`config.mk`:
```
export PLATFORM = sky130hd
export DESIGN_NAME = instr_trace_capture
export DESIGN_NICKNAME = d
export VERILOG_FILES = /design/src/rtl/instr_trace_capture.sv
export SDC_FILE = /design/constraint.sdc
export NUM_CORES = 1
export LEC_CHECK = 0
export BUFFER_PORTS_ARGS = -buffer_cell sky130_fd_sc_hd__buf_4
export CAP_MARGIN = 0
export CORE_UTILIZATION = 25
export DETAILED_ROUTE_END_ITERATION = 10
export HOLD_SLACK_MARGIN = 0.03
export PLACE_DENSITY = 0.49
export SETUP_SLACK_MARGIN = 0.02
export SYNTH_ARGS = -nofsm -noshare
export SYNTH_HDL_FRONTEND = slang
export SYNTH_SLANG_ARGS = --single-unit
```
`constraint.sdc`:
```
create_clock -name clk -period 6.1 [get_ports clk]
set_input_delay 0.915 -clock clk [delete_from_list [all_inputs] [get_ports clk]]
set_output_delay 0.915 -clock clk [all_outputs]
set_load 0.02 [all_outputs]
```
`src/rtl/instr_trace_capture.sv`:
```
// Trigger-armed instruction trace FIFO. It sits beside the core and samples qualified
// instruction words. A host drains it through a show-ahead valid/ready read port.
module instr_trace_capture #(
  parameter int DEPTH     = 16,
  parameter int FULL_STOP = 0,
  parameter int DROP_W    = 16,
  localparam int CW       = $clog2(DEPTH) + 1
) (
  input  logic              clk,
  input  logic              rst_n,
  input  logic [31:0]       instruction,
  input  logic              instr_valid,
  input  logic              arm,
  input  logic              stop,
  input  logic [31:0]       trig_instr,
  input  logic [31:0]       trig_mask,
  input  logic              rd_ready,
  output logic              rd_valid,
  output logic [31:0]       rd_data,
  output logic [CW-1:0]     count,
  output logic [1:0]        state,
  output logic              overflow,
  output logic [DROP_W-1:0] drop_cnt
);
  localparam int AW = $clog2(DEPTH);
  localparam logic [CW-1:0] FULL = CW'(DEPTH);

  typedef enum logic [1:0] {IDLE = 2'd0, ARMED = 2'd1, CAPTURE = 2'd2, DONE = 2'd3} state_e;

  state_e              state_q, state_d;
  logic [CW-1:0]       count_q, count_d;
  logic [AW-1:0]       wr_ptr_q, rd_ptr_q;
  logic                overflow_q;
  logic [DROP_W-1:0]   drop_cnt_q;
  logic [31:0]         mem_q [DEPTH];

  logic match, pop, wr_req, push, drop, clr;

  assign match = instr_valid && (((instruction ^ trig_instr) & trig_mask) == 32'd0);
  assign pop   = (count_q != '0) && rd_ready;

  always_comb begin
    state_d = state_q;
    wr_req  = 1'b0;
    clr     = 1'b0;
    case (state_q)
      IDLE, DONE: if (arm && !stop) begin
        state_d = ARMED;
        clr     = 1'b1;
      end
      ARMED: begin
        if (stop) state_d = IDLE;
        else if (match) begin
          state_d = CAPTURE;
          wr_req  = 1'b1;
        end
      end
      CAPTURE: begin
        if (stop) state_d = DONE;
        else      wr_req  = instr_valid;
      end
      default: state_d = IDLE;
    endcase

    // A pop on the same edge frees the slot, so a full FIFO can still accept.
    push = wr_req && ((count_q != FULL) || pop);
    drop = wr_req && !push;

    case ({push, pop})
      2'b10:   count_d = count_q + CW'(1);
      2'b01:   count_d = count_q - CW'(1);
      default: count_d = count_q;
    endcase

    if ((FULL_STOP != 0) && (state_d == CAPTURE) && (count_d == FULL)) state_d = DONE;
  end

  always_ff @(posedge clk or negedge rst_n) begin
    if (!rst_n) begin
      state_q    <= IDLE;
      count_q    <= '0;
      wr_ptr_q   <= '0;
      rd_ptr_q   <= '0;
      overflow_q <= 1'b0;
      drop_cnt_q <= '0;
    end else begin
      state_q <= state_d;
      count_q <= count_d;
      if (push) wr_ptr_q <= wr_ptr_q + AW'(1);
      if (pop)  rd_ptr_q <= rd_ptr_q + AW'(1);
      if (clr) begin
        overflow_q <= 1'b0;
        drop_cnt_q <= '0;
      end else if (drop) begin
        overflow_q <= 1'b1;
        if (drop_cnt_q != '1) drop_cnt_q <= drop_cnt_q + DROP_W'(1);
      end
    end
  end

  // Storage needs no reset; an empty FIFO forces rd_data to zero.
  always_ff @(posedge clk) begin
    if (push) mem_q[wr_ptr_q] <= instruction;
  end

  assign rd_valid = (count_q != '0);
  assign rd_data  = rd_valid ? mem_q[rd_ptr_q] : 32'd0;
  assign count    = count_q;
  assign state    = state_q;
  assign overflow = overflow_q;
  assign drop_cnt = drop_cnt_q;
endmodule

```
Word-level counts from Yosys, hierarchy flattened
Memories as Yosys holds them, arrays and structs flattened.
Cells that the tools add are included.
Word-level totals
  bits in registers: 32
  bits in writable memories: 512
  bits of input ports: 102
  output and inout port bits: 57
  word-level logic and storage cells: 61
  memories: 1
Memory list
  mem_q: words 16, width 32, read ports 1, clocked after memory_dff 0, wr ports 1, line 35  | logic [31:0] mem_q [DEPTH];
Cells by class
  $add $sub $neg: 5
  equal/unequal tests: 10
  mux-type cells: 20
  bitwise logic cells: 2
  reduce and logical (&&, ||, !) cells: 17
Operator list (number)
  2-to-1 mux 16 bit: 3
  AND 32 bit: 1
  zero test 32 bit: 1
  2-to-1 mux 32 bit: 1
  XOR 32 bit: 1
  adder 16 x 1 -> 16 bit (second input constant): 1
  inequality test 16 bit (second input constant): 1
  case mux 5 bit (2 select lines): 1
  2-to-1 mux 1 bit: 9
  adder 4 x 1 -> 4 bit (second input constant): 2
  2-to-1 mux 2 bit: 4
  == test 2 bit (second input constant): 3
  case mux 2 bit (3 select lines): 1
  nonzero test 2 bit: 3
  adder 5 x 1 -> 5 bit (second input constant): 1
  logical AND 1 bit: 5
  inequality test 5 bit (second input constant): 1
  nonzero test 5 bit: 1
  subtractor 5 x 1 -> 5 bit (second input constant): 1
  == test 2 x 1 -> 1 bit (second input constant): 2
  inequality test 2 bit (second input constant): 2
  inequality test 3 bit (second input constant): 1
  AND reduction 3 bit: 1
  zero test 1 bit: 2
  other kinds (5): 5

Logic depth before layout (Yosys ltp)
  depth after elaboration: 12
  mapped depth: 12
  depth with buffers taken out: 12

Least setup slack after synthesis
OpenSTA, ideal clock, no wires.
  path kind: in2reg
  start point: input trig_instr[26]
  end point: memory mem_q[3][0], enable pin
  data arrival time: 4.556 ns
  setup slack: 1.083 ns
  stages: 7
  path buffers: 0
  cells stage by stage: xor2_1 > a22oi_1 > nand4_1 > nor3_1 > a41oi_1 > nand3b_1 > nor3_1
On the way
  cells in the longest elaborated chain, start to end: 10
Ends and longest elaborated chain
  start, declared: line 15  | input logic [31:0] trig_instr,
  XOR 32 bit: line 39  | assign match = instr_valid && (((instruction ^ trig_instr) & trig_mask) == 32'd0);
  AND 32 bit: line 39
  zero test 32 bit: line 39
  logical AND 1 bit: line 39
  2-to-1 mux 1 bit: line 53  | else if (match) begin
  2-to-1 mux 1 bit: line 52  | if (stop) state_d = IDLE;
  case mux 1 bit (2 select lines): line 46  | case (state_q)
  logical AND 1 bit: line 66  | push = wr_req && ((count_q != FULL) || pop);
  2-to-1 mux 1 bit: line 103  | if (push) mem_q[wr_ptr_q] <= instruction;
  2-to-1 mux 1 bit (not written as such): line 103
  end, declared: line 35
No other way between the ends.

Worst setup path after layout
  start point: register rd_ptr_q[1]
  end point: output rd_data[1]
On the way
  cells in the longest elaborated chain, start to end: 2
Ends and longest elaborated chain
  start, declared: line 32  | logic [AW-1:0] wr_ptr_q, rd_ptr_q;
  start signal, assigned: line 90  | if (pop) rd_ptr_q <= rd_ptr_q + AW'(1);
  memory read (16 x 32 bit)
  2-to-1 mux 32 bit: line 107  | assign rd_data = rd_valid ? mem_q[rd_ptr_q] : 32'd0;
  end, declared: line 19  | output logic [31:0] rd_data,
No other way between the ends.

==> results.json <==
{
  "drt-pass1-iter-count": 5,
  "final_cells": 2409,
  "status": "finished clean",
  "grt-busiest-layer": "met2",
  "cp-end-kind": "output pin",
  "io_buffers": 158,
  "cts_buffers": 58,
  "pin_count": 159,
  "clock.fmax_mhz": 228,
  "reg2reg_depth": 10,
  "peakVddDrop_uv": 283,
  "die_h_um": 297,
  "post_drt_wl_per_cell_um": 23.7,
  "crit_end": "rd_data[1]",
  "netlist_area_sq_um": 21800,
  "cp.required_ns": 5.18,
  "multi_input_area_sq_um": 5460,
  "clock-root-buffer": "clkbuf_16",
  "slew_headroom_pct": 16.6,
  "yosysMostFrequentCell": "edfxtp_1",
  "cp_cell_sequence": "buf_4 -> mux4_2 -> mux4_2 -> and2_1 -> buf_4",
  "finalInstanceArea_sq_um": 26500,
  "slew_viol_final": 0,
  "h-tree-depth": 2,
  "rsz0062_at_grt": "no",
  "async_flop_share_pct": 5.88,
  "clock-sinks": 544,
  "drtAntennaViolNets": 0,
  "place_inst": 2299,
  "timing.setup.tns_ns": 0,
  "via_per_inst": 4.46,
  "grt_use_met1_pct": 18.2,
  "drv_cap": 0,
  "min_period_ns": 4.38,
  "netlist.area_leader.share_pct": 70.7,
  "ff_latch_area_sq_um": 16200,
  "grt.overflow.total": 0,
  "crit_slowest_cell": "dfrtp_4",
  "synth_area_leaders": "edfxtp_1 (71%), mux4_2 (17%), dfrtp_1 (3.7%), xor2_1 (1.5%), and2_1 (1.0%)",
  "die_area_sq_um": 88200,
  "synth_ff_type": "edfxtp_1",
  "hold_class": "primary input to async pin",
  "drt_iter0_drc": 842,
  "num-nets-final": 1330,
  "antenna_found_initial": 3,
  "finalSetupViolations": 0,
  "tightest_slew_ns": 1.25,
  "total_power_mw": 11.3,
  "cts_setup_buffers": 0,
  "grt_pass1_wl_um": 82900,
  "core_area_sq_um": 85700,
  "path_class": "flip-flop to output pin",
  "post-route-period-util_pct": 71.8,
  "met2_usage_pct": 20.5,
  "drive_gt1_share_pct": 37.2,
  "clock_skew_ns": 0.0183,
  "dpl.hpwl_um": 34900,
  "whs_ns": 0.265,
  "syn_nets": 1133,
  "area_delta_synth_final_pct": 22.0,
  "crit_path_max_fanout": 44,
  "cts_hold_buf": 0,
  "synth_top_area_cell": "edfxtp_1",
  "grt_max_degree": 94,
  "num_vias": 10737,
  "yosys-top-cells-count": "edfxtp_1 (512), mux4_2 (160), xor2_1 (37)",
  "dpl_cell_area_sq_um": 24500,
  "grt_pass1_vias": 11461,
  "drc": 0,
  "regToRegEndpoint": "count[4]",
  "clockBufferDepth": 3,
  "reg2reg_slack_ns": 2.41,
  "netlist_instances": 1018,
  "initial_core_util_pct": 25.4,
  "cellPowerDensity_nw_per_um2": 427,
  "use_met3_pct": 2.82,
  "yosys_warnings": 0,
  "reg2reg_from": "count[0]",
  "cts_resized": 0,
  "startpoint": "rd_ptr_q[1]",
  "ys_ff_latch": 544,
  "clkTransAtPathRegs_ns": 0.06,
  "die_x_um": 297,
  "wl_um": 57000,
  "synth_cell_types": 43,
  "leakagePower_nw": 8.62,
  "max_stage_delay_ns": 0.91,
  "place_ws_ns": 1.29,
  "arrival_ns": 3.46,
  "ys_seq_area_share_pct": 74.4,
  "grt_usage_pct": 12.9,
  "row_count": 107,
  "setup_ws_ns": 1.72,
  "avgSynthCellArea_sq_um": 21.4,
  "synth-edff-count": 512,
  "fill_cells": 8319,
  "cts_tree": "built",
  "gp_congestion": 0.756,
  "hold_viol": 0,
  "clock_latency_ns": 0.61,
  "start_kind": "flip-flop",
  "utilization_pct": 31.0
}
==> worst min path at each step <==
stage	endpoint	slack, ns	cells past startpoint	startpoint
2_1_floorplan	wr_ptr_q[1]	0.56	1	wr_ptr_q[1]
3_3_place_gp	overflow	0.49	1	overflow
3_5_place_dp	overflow	0.49	1	overflow
4_1_cts	drop_cnt[1]	0.25	1	rst_n
5_1_grt	drop_cnt[5]	0.26	1	rst_n
6_report	drop_cnt[10]	0.26	1	rst_n
==> sequential cells by signal, indices dropped and copies added, names as in the netlist <==
name	count
overflow	1
state	2
mem_q	512
drop_cnt	16
wr_ptr_q	4
count	5
rd_ptr_q	4
==> layout by cell type (no fill, tap or decap), types with 5 or more instances in the layout <==
cell,Yosys,layout
clkbuf_16,0,59
nand3_1,9,9
mux4_2,160,160
xnor2_1,6,6
o211ai_1,6,6
xor2_1,37,37
edfxtp_1,512,512
clkinv_2,0,10
nor2_4,1,13
bufinv_16,0,9
clkinv_4,0,5
a21oi_1,13,13
o21ai_0,9,9
buf_4,0,184
or3_1,11,11
a22oi_1,15,15
nand4_1,8,8
clkinv_1,0,13
nor2_1,25,13
dfrtp_1,32,28
clkinvlp_4,0,5
inv_1,6,6
ha_1,12,12
and2_1,35,35
nand2_1,22,22
and3_1,5,5
==> worst max-delay path, delay by kind of cell (launching register included) <==
family                 cells  cell delay (ns)
buffers and inverters      2             0.76
DFF                        1             0.91
muxes                      2             0.96
and+or+nand+nor            1             0.20
==> power by group <==
part           total, mW  switching, mW  internal [mW]
Clock               3.65           1.49           2.16
Sequential          4.37          0.205           4.16
Combinational       3.31           1.65           1.66
Total               11.3           3.35           7.98
==> kinds of logic after synthesis <==
group	after synthesis	synth area share [%]
and+or+nand+nor	141	3.54
adders and majority gates	13	0.782
xor gates and xnor gates	43	1.73
DFF	544	74.4
muxes	166	16.9
AOI/OAI and AO/OA	55	1.69
buffers and inverters	56	1.05
==> layout make-up <==
class                           instances  share of cell area, %
Multi-Input combinational cell        418                   20.6
Tap cell                             1144                   5.39
Timing Repair Buffer                  187                   5.43
Sequential cell                       544                   61.0
Clock inverter                         46                   1.90
Inverter                                6                 0.0848
Clock buffer                           63                   5.62
Antenna cell                            1                0.00943
==> routing by layer <==
layer / routed length, um / share of wire, %
met3: 3340 / 5.9
met4: 780 / 1.4
met1: 25800 / 45
met2: 27100 / 47
met5: 46 / 0.081
Note: power is estimated with default switching activity, not from simulation.
